File: src/rtl/peripheral_gpio_if.sv
// Register bus between the SOC address decoder and the GPIO peripheral.
// The master drives select/strobes/data; the slave returns read data and irq.
interface peripheral_gpio_if;
  logic        cs;
  logic        rd;
  logic        wr;
  logic [2:0]  addr;
  logic [31:0] d_in;
  logic [31:0] d_out;
  logic        irq;

  modport master (output cs, rd, wr, addr, d_in, input d_out, irq);
  modport slave  (input cs, rd, wr, addr, d_in, output d_out, irq);
endinterface

File: src/rtl/peripheral_gpio.sv
// GPIO peripheral: OUT/DIR drive, sync2 + tick-based debounce of inputs,
// rise/fall edge pending flags with write-1-to-clear and a level interrupt.
module peripheral_gpio #(
  parameter int clk_freq = 25000000,
  parameter int WIDTH    = 8
) (
  input  logic             clk,
  input  logic             resetn,
  peripheral_gpio_if.slave bus,
  input  logic [WIDTH-1:0] gpio_in,
  output logic [WIDTH-1:0] gpio_out,
  output logic [WIDTH-1:0] gpio_oe
);

  if (WIDTH < 1 || WIDTH > 16 || clk_freq < 1) begin : g_param_check
    $error("peripheral_gpio: WIDTH must be 1..16 and clk_freq positive");
  end

  localparam logic [2:0] A_OUT  = 3'd0;
  localparam logic [2:0] A_DIR  = 3'd1;
  localparam logic [2:0] A_IN   = 3'd2;
  localparam logic [2:0] A_RISE = 3'd3;
  localparam logic [2:0] A_FALL = 3'd4;
  localparam logic [2:0] A_PEND = 3'd5;
  localparam logic [2:0] A_IEN  = 3'd6;
  localparam logic [2:0] A_DEB  = 3'd7;

  logic [WIDTH-1:0] out_q, out_d, dir_q, dir_d;
  logic [WIDTH-1:0] rise_en_q, rise_en_d, fall_en_q, fall_en_d;
  logic [WIDTH-1:0] pend_q, pend_d, irq_en_q, irq_en_d;
  logic [15:0]      deb_q, deb_d, presc_q, presc_d;
  logic [WIDTH-1:0] sync1_q, sync2_q;
  logic [WIDTH-1:0] sample_q, sample_d, stable_q, stable_d, stable_dly_q;
  logic [31:0]      d_out_q, d_out_d;
  logic             irq_q, irq_d;

  logic             wr_en, rd_en, tick;
  logic [WIDTH-1:0] wdata, agree, rise, fall, pend_clr;
  logic [31:0]      rd_val;
  logic             unused_din;

  assign unused_din = ^bus.d_in[31:16];

  always_comb begin
    wr_en = bus.cs & bus.wr;
    rd_en = bus.cs & bus.rd;
    wdata = bus.d_in[WIDTH-1:0];

    out_d     = out_q;
    dir_d     = dir_q;
    rise_en_d = rise_en_q;
    fall_en_d = fall_en_q;
    irq_en_d  = irq_en_q;
    deb_d     = deb_q;
    pend_clr  = '0;
    if (wr_en) begin
      case (bus.addr)
        A_OUT:   out_d     = wdata;
        A_DIR:   dir_d     = wdata;
        A_RISE:  rise_en_d = wdata;
        A_FALL:  fall_en_d = wdata;
        A_PEND:  pend_clr  = wdata;
        A_IEN:   irq_en_d  = wdata;
        A_DEB:   deb_d     = bus.d_in[15:0];
        default: ;
      endcase
    end

    // Prescaler: tick when it reaches DEB; a DEB write restarts the count
    tick    = (presc_q == deb_q);
    presc_d = tick ? 16'd0 : presc_q + 16'd1;
    if (wr_en && bus.addr == A_DEB) presc_d = 16'd0;

    // A pin is accepted only when two consecutive ticks saw the same level
    agree    = ~(sync2_q ^ sample_q);
    sample_d = tick ? sync2_q : sample_q;
    stable_d = tick ? ((agree & sync2_q) | (~agree & stable_q)) : stable_q;

    rise   = stable_q & ~stable_dly_q;
    fall   = ~stable_q & stable_dly_q;
    pend_d = (pend_q & ~pend_clr) | (rise & rise_en_q) | (fall & fall_en_q);
    irq_d  = |(pend_q & irq_en_q);

    rd_val = '0;
    case (bus.addr)
      A_OUT:   rd_val[WIDTH-1:0] = out_q;
      A_DIR:   rd_val[WIDTH-1:0] = dir_q;
      A_IN:    rd_val[WIDTH-1:0] = stable_q;
      A_RISE:  rd_val[WIDTH-1:0] = rise_en_q;
      A_FALL:  rd_val[WIDTH-1:0] = fall_en_q;
      A_PEND:  rd_val[WIDTH-1:0] = pend_q;
      A_IEN:   rd_val[WIDTH-1:0] = irq_en_q;
      A_DEB:   rd_val[15:0]      = deb_q;
      default: rd_val = '0;
    endcase
    d_out_d = rd_en ? rd_val : d_out_q;
  end

  always_ff @(posedge clk or negedge resetn) begin
    if (!resetn) begin
      out_q        <= '0;
      dir_q        <= '0;
      rise_en_q    <= '0;
      fall_en_q    <= '0;
      pend_q       <= '0;
      irq_en_q     <= '0;
      deb_q        <= '0;
      presc_q      <= '0;
      sync1_q      <= '0;
      sync2_q      <= '0;
      sample_q     <= '0;
      stable_q     <= '0;
      stable_dly_q <= '0;
      d_out_q      <= '0;
      irq_q        <= 1'b0;
    end else begin
      out_q        <= out_d;
      dir_q        <= dir_d;
      rise_en_q    <= rise_en_d;
      fall_en_q    <= fall_en_d;
      pend_q       <= pend_d;
      irq_en_q     <= irq_en_d;
      deb_q        <= deb_d;
      presc_q      <= presc_d;
      sync1_q      <= gpio_in;
      sync2_q      <= sync1_q;
      sample_q     <= sample_d;
      stable_q     <= stable_d;
      stable_dly_q <= stable_q;
      d_out_q      <= d_out_d;
      irq_q        <= irq_d;
    end
  end

  assign gpio_out  = out_q;
  assign gpio_oe   = dir_q;
  assign bus.d_out = d_out_q;
  assign bus.irq   = irq_q;

endmodule

File: src/flat_wrapper.sv
// flat-port wrapper written by rule: the top's interface ports become plain ports
module peripheral_gpio_flat 
#(
  parameter int clk_freq = 25000000,
  parameter int WIDTH    = 8
)
  (clk, resetn, gpio_in, gpio_out, gpio_oe, bus_cs, bus_rd, bus_wr, bus_addr, bus_d_in, bus_d_out, bus_irq);
  peripheral_gpio_if bus_i ();
  input  logic clk;
  input  logic resetn;
  input  logic [WIDTH-1:0] gpio_in;
  output logic [WIDTH-1:0] gpio_out;
  output logic [WIDTH-1:0] gpio_oe;
  input wire logic [$bits(bus_i.cs)-1:0] bus_cs;
  input wire logic [$bits(bus_i.rd)-1:0] bus_rd;
  input wire logic [$bits(bus_i.wr)-1:0] bus_wr;
  input wire logic [$bits(bus_i.addr)-1:0] bus_addr;
  input wire logic [$bits(bus_i.d_in)-1:0] bus_d_in;
  output wire logic [$bits(bus_i.d_out)-1:0] bus_d_out;
  output wire logic [$bits(bus_i.irq)-1:0] bus_irq;
  assign bus_i.cs = bus_cs;
  assign bus_i.rd = bus_rd;
  assign bus_i.wr = bus_wr;
  assign bus_i.addr = bus_addr;
  assign bus_i.d_in = bus_d_in;
  assign bus_d_out = bus_i.d_out;
  assign bus_irq = bus_i.irq;
  peripheral_gpio #(.clk_freq(clk_freq), .WIDTH(WIDTH)) u_core (.clk(clk), .resetn(resetn), .bus(bus_i), .gpio_in(gpio_in), .gpio_out(gpio_out), .gpio_oe(gpio_oe));
endmodule
File: config.mk
export PLATFORM = sky130hd
export DESIGN_NAME = peripheral_gpio_flat
export DESIGN_NICKNAME = d
export VERILOG_FILES = /design/src/rtl/peripheral_gpio_if.sv /design/src/rtl/peripheral_gpio.sv /design/src/flat_wrapper.sv
export SDC_FILE = /design/constraint.sdc
export NUM_CORES = 1
export LEC_CHECK = 0
export BUFFER_PORTS_ARGS = -buffer_cell sky130_fd_sc_hd__buf_2
export CORE_UTILIZATION = 61
export CTS_BUF_LIST = sky130_fd_sc_hd__clkbuf_16
export DETAILED_ROUTE_END_ITERATION = 10
export PLACE_DENSITY_LB_ADDON = 0.08
export SYNTH_ARGS = -nofsm -noshare
export SYNTH_HDL_FRONTEND = slang
export SYNTH_SLANG_ARGS = --single-unit
export TNS_END_PERCENT = 50
File: constraint.sdc
create_clock -name clk -period 3.2 [get_ports clk]
set_clock_uncertainty 0.05 [all_clocks]
set_input_delay 0.64 -clock clk [delete_from_list [all_inputs] [get_ports clk]]
set_output_delay 0.64 -clock clk [all_outputs]
set_load 0.05 [all_outputs]
==> impl_results.md <==
- Internal: 3.872 mW
- Reg power frac: 0.419
- Crit Path Max Fanout: 16
- Antenna-violating nets left: 0
- Share of cells above drive strength 1: 0.3207
- Mean post-synth cell area: ~13 um^2
- HPWL Detailed: between 9000 and 10000 um
- WL final: 13300 um
- Area of the core: roughly 10000 um^2
- Status: finished clean
- Critical path arrival: about 2.5 ns
- Root Driver: clkbuf_16
- Setup Viol. Count Final: 0
- Antenna fix cells: 0
- Worst skew pair latency: ~0.42 ns
- Cells after synthesis: 492
- Routed WL per cell: between 15 and 20 um
- Ys flop type: dfrtp_1
- RSZ-0062 raised after global routing: no
- Routed vias: about 4000
- Lkg Pwr: 3.213 nW
- Worst hold path type: in -> async
- Placed cell count: about 680
- Height of the die: around 100 um
- Netlist cell types: 48
- Nets: between 600 and 700
- Initial core utilization: 0.6311
- Placement Rows: 36
- DRC Markers: 0
- Max-cap violations: 0
- Initial antenna violation count: 0
- Synth-to-layout area growth: 17.14%
- Largest net degree at the start of global routing: around 70
- Crit path kind: reg -> reg
- Top sig layer: met4
- Cell taking the most area after synthesis: dfrtp_1
- Die Width: 102.6 um
- Ys Warns: 0
- Ys async rst share: 1.000
- Setup TNS Final: 0 ns
- Net switching power figure: 1.857 mW
- Wire length on met1: ~5600 um
- Mapped Area: slightly above 6000 um^2
- Full die area: between 10000 and 15000 um^2
- Remaining Overflow, GRT: 0
- Minimum clock period: about 2.2 ns
- Met3 wire len: 669 um
- Final Non-Filler Cells: between 700 and 800
- Fill count: approximately 680
- Vias/cell: 5.776
- Setup bufs post-CTS: 0
- CTS buffer count: 17
- I/O pins: between 90 and 100
- Synthesized flop and latch total: roughly 140
- Global-route wire length before repair: around 21000 um
- Max Clock Freq: around 450 MHz
- Worst Path Required: between 3 and 4 ns
- CTS tree: done
- Most frequent cell after synthesis: dfrtp_1
- Post-synth EDFFs: 0
- Critical path startpoint category: register
- GPL Wtd Cong: ~0.8
- Gate power share: 0.225
- DRT iter0 DRCs: 210
- Top cells by count, synth: dfrtp_1 (137), mux2_2 (57), nand2_1 (33)
- Number of port buffers: between 60 and 70
- H-tree depth: 4
- Net Sw Frac: 0.3242
- Post-cts hold buffer count: 0
- Worst Tran Pin Value: roughly 0.6 ns
- Slew headroom: 0.6001
- Setup crit end kind: register
- First-pass detailed-route iteration total: 5
- Top cells by area, synth: dfrtp_1 (56%), mux2_2 (10%), xnor2_1 (3.7%)
- Final Hold Vio Count: 0
- Reg clk slew, reported paths: around 0.060 ns
- Power per cell area: between 700 and 800 nW/um^2
- Vias in the first global route: 4143
- Resized Gates After CTS: 0
- Clk pwr share: 0.356
- DR WL met2: ~6800 um
- Gr usage total: 0.2808
- CTS sink cnt: about 140
- Seq/Total Area, Yosys: 0.5558
- Synth top area share: 0.5558
- Max Root-Sink Buffers: 2
- Max Slew Vio Count: 0
- Worst IR drop on VDD: about 0.42 mV
- Final Cycle Share: 0.6884
[power groups by stage]
stage | Clock, mW | Combinational, mW | Sequential, mW
floorplan | 0 | 0.780 | 2.58
global placement | 0 | 1.25 | 2.41
detailed placement | 0 | 1.29 | 2.42
CTS | 2.07 | 1.30 | 2.40
global route | 2.13 | 1.40 | 2.45
finish | 2.04 | 1.29 | 2.40
[sequential cells by signal (all words and copies together) (netlist names), named ones only]
name / flops
u_core.bus.irq: 1
u_core.deb_q: 16
u_core.fall_en_q: 8
u_core.irq_en_q: 8
u_core.sample_q: 8
u_core.gpio_oe: 8
u_core.bus.d_out: 16
u_core.sync1_q: 8
u_core.stable_dly_q: 8
u_core.rise_en_q: 8
u_core.gpio_out: 8
u_core.sync2_q: 8
u_core.pend_q: 8
u_core.presc_q: 16
[kinds of logic (layout without fill, tap and decap cells)]
| kind of cell | count (synthesis) | after routing | synth area share |
|---|---|---|---|
| AO/OA/AOI/OAI | 89 | 89 | 0.1053 |
| XOR/XNOR | 28 | 28 | 0.04097 |
| adder cells (fa/ha/maj) | 1 | 1 | 0.002028 |
| buffers and inverters | 53 | 126 | 0.04807 |
| flip-flops | 137 | 137 | 0.5558 |
| multiplexers | 74 | 74 | 0.1426 |
| other | 1 | 16 | 0.0006079 |
| AND/OR/NAND/NOR | 109 | 109 | 0.1047 |
[final cells by class]
type	instances	area, um^2	area share
clock inverter	15	198.9	0.02753
inverter	16	60.06	0.008312
sequential	137	3428	0.4745
timing repair buffer	78	444.2	0.06147
tap	133	166.4	0.02303
clock buffer	17	425.4	0.05887
multi-input combinational	317	2502	0.3463
[through the flow]
step / hold WS (ns) / area, um^2 / worst slack, ns / utilization / power (mW)
final: 0.07269 / 7226 / 0.9972 / 0.7392 / 5.729
after floorplan: 0.2812 / 6225 / 1.151 / - / 3.364
after global routing: 0.09320 / 7226 / 0.7932 / 0.7392 / 5.984
after global placement: 0.2811 / 6601 / 0.7939 / 0.6754 / 3.660
after CTS: 0.07380 / 7226 / 0.9621 / 0.7392 / 5.767
after detailed placement: 0.2858 / 6601 / 0.7706 / 0.6754 / 3.715
[critical path, stage by stage, from the launching register on]
cell     delay (ns)
dfrtp_1        0.45
xnor2_1        0.30
nand4_4        0.24
nor4_4         0.64
buf_4          0.33
nor3_1         0.08
[layer usage]
layer | GRT usage | vias up
li1 | - | 1926
met2 | 0.4672 | 113
met5 | 0 | -
met1 | 0.3555 | 2055
met3 | 0.05492 | 24
met4 | 0.1341 | 0
[path summary, 6_finish.rpt]
path | slack, ns | cells past startpoint | endpoint | from
max reg2reg | 1.0 | 5 | u_core.presc_q[8]$_DFF_PN0_ | u_core.deb_q[3]$_DFFE_PN0P_
max in group asynchronous | 2.29 | 2 | u_core.bus.d_out[0]$_DFFE_PN0P_ | resetn
min in group clk | 0.28 | 1 | u_core.sync1_q[2]$_DFF_PN0_ | gpio_in[2]
min | 0.07 | 1 | u_core.pend_q[4]$_DFF_PN0_ | resetn
max | 1.0 | 5 | u_core.presc_q[8]$_DFF_PN0_ | u_core.deb_q[3]$_DFFE_PN0P_
min reg2reg | 0.30 | 0 | u_core.sync2_q[2]$_DFF_PN0_ | u_core.sync1_q[2]$_DFF_PN0_
[layout by cell type, fill, tap and decap left out, types with 16 or more instances in the layout]
cell and count:
buf_2 63, clkbuf_16 17, conb_1 16, nor3_1 18, nand2_1 33, o211ai_1 16, mux2_2 57, o21ai_0 29
xnor2_1 26, inv_1 16, dfrtp_1 137
(Power assumes the default switching activity.)
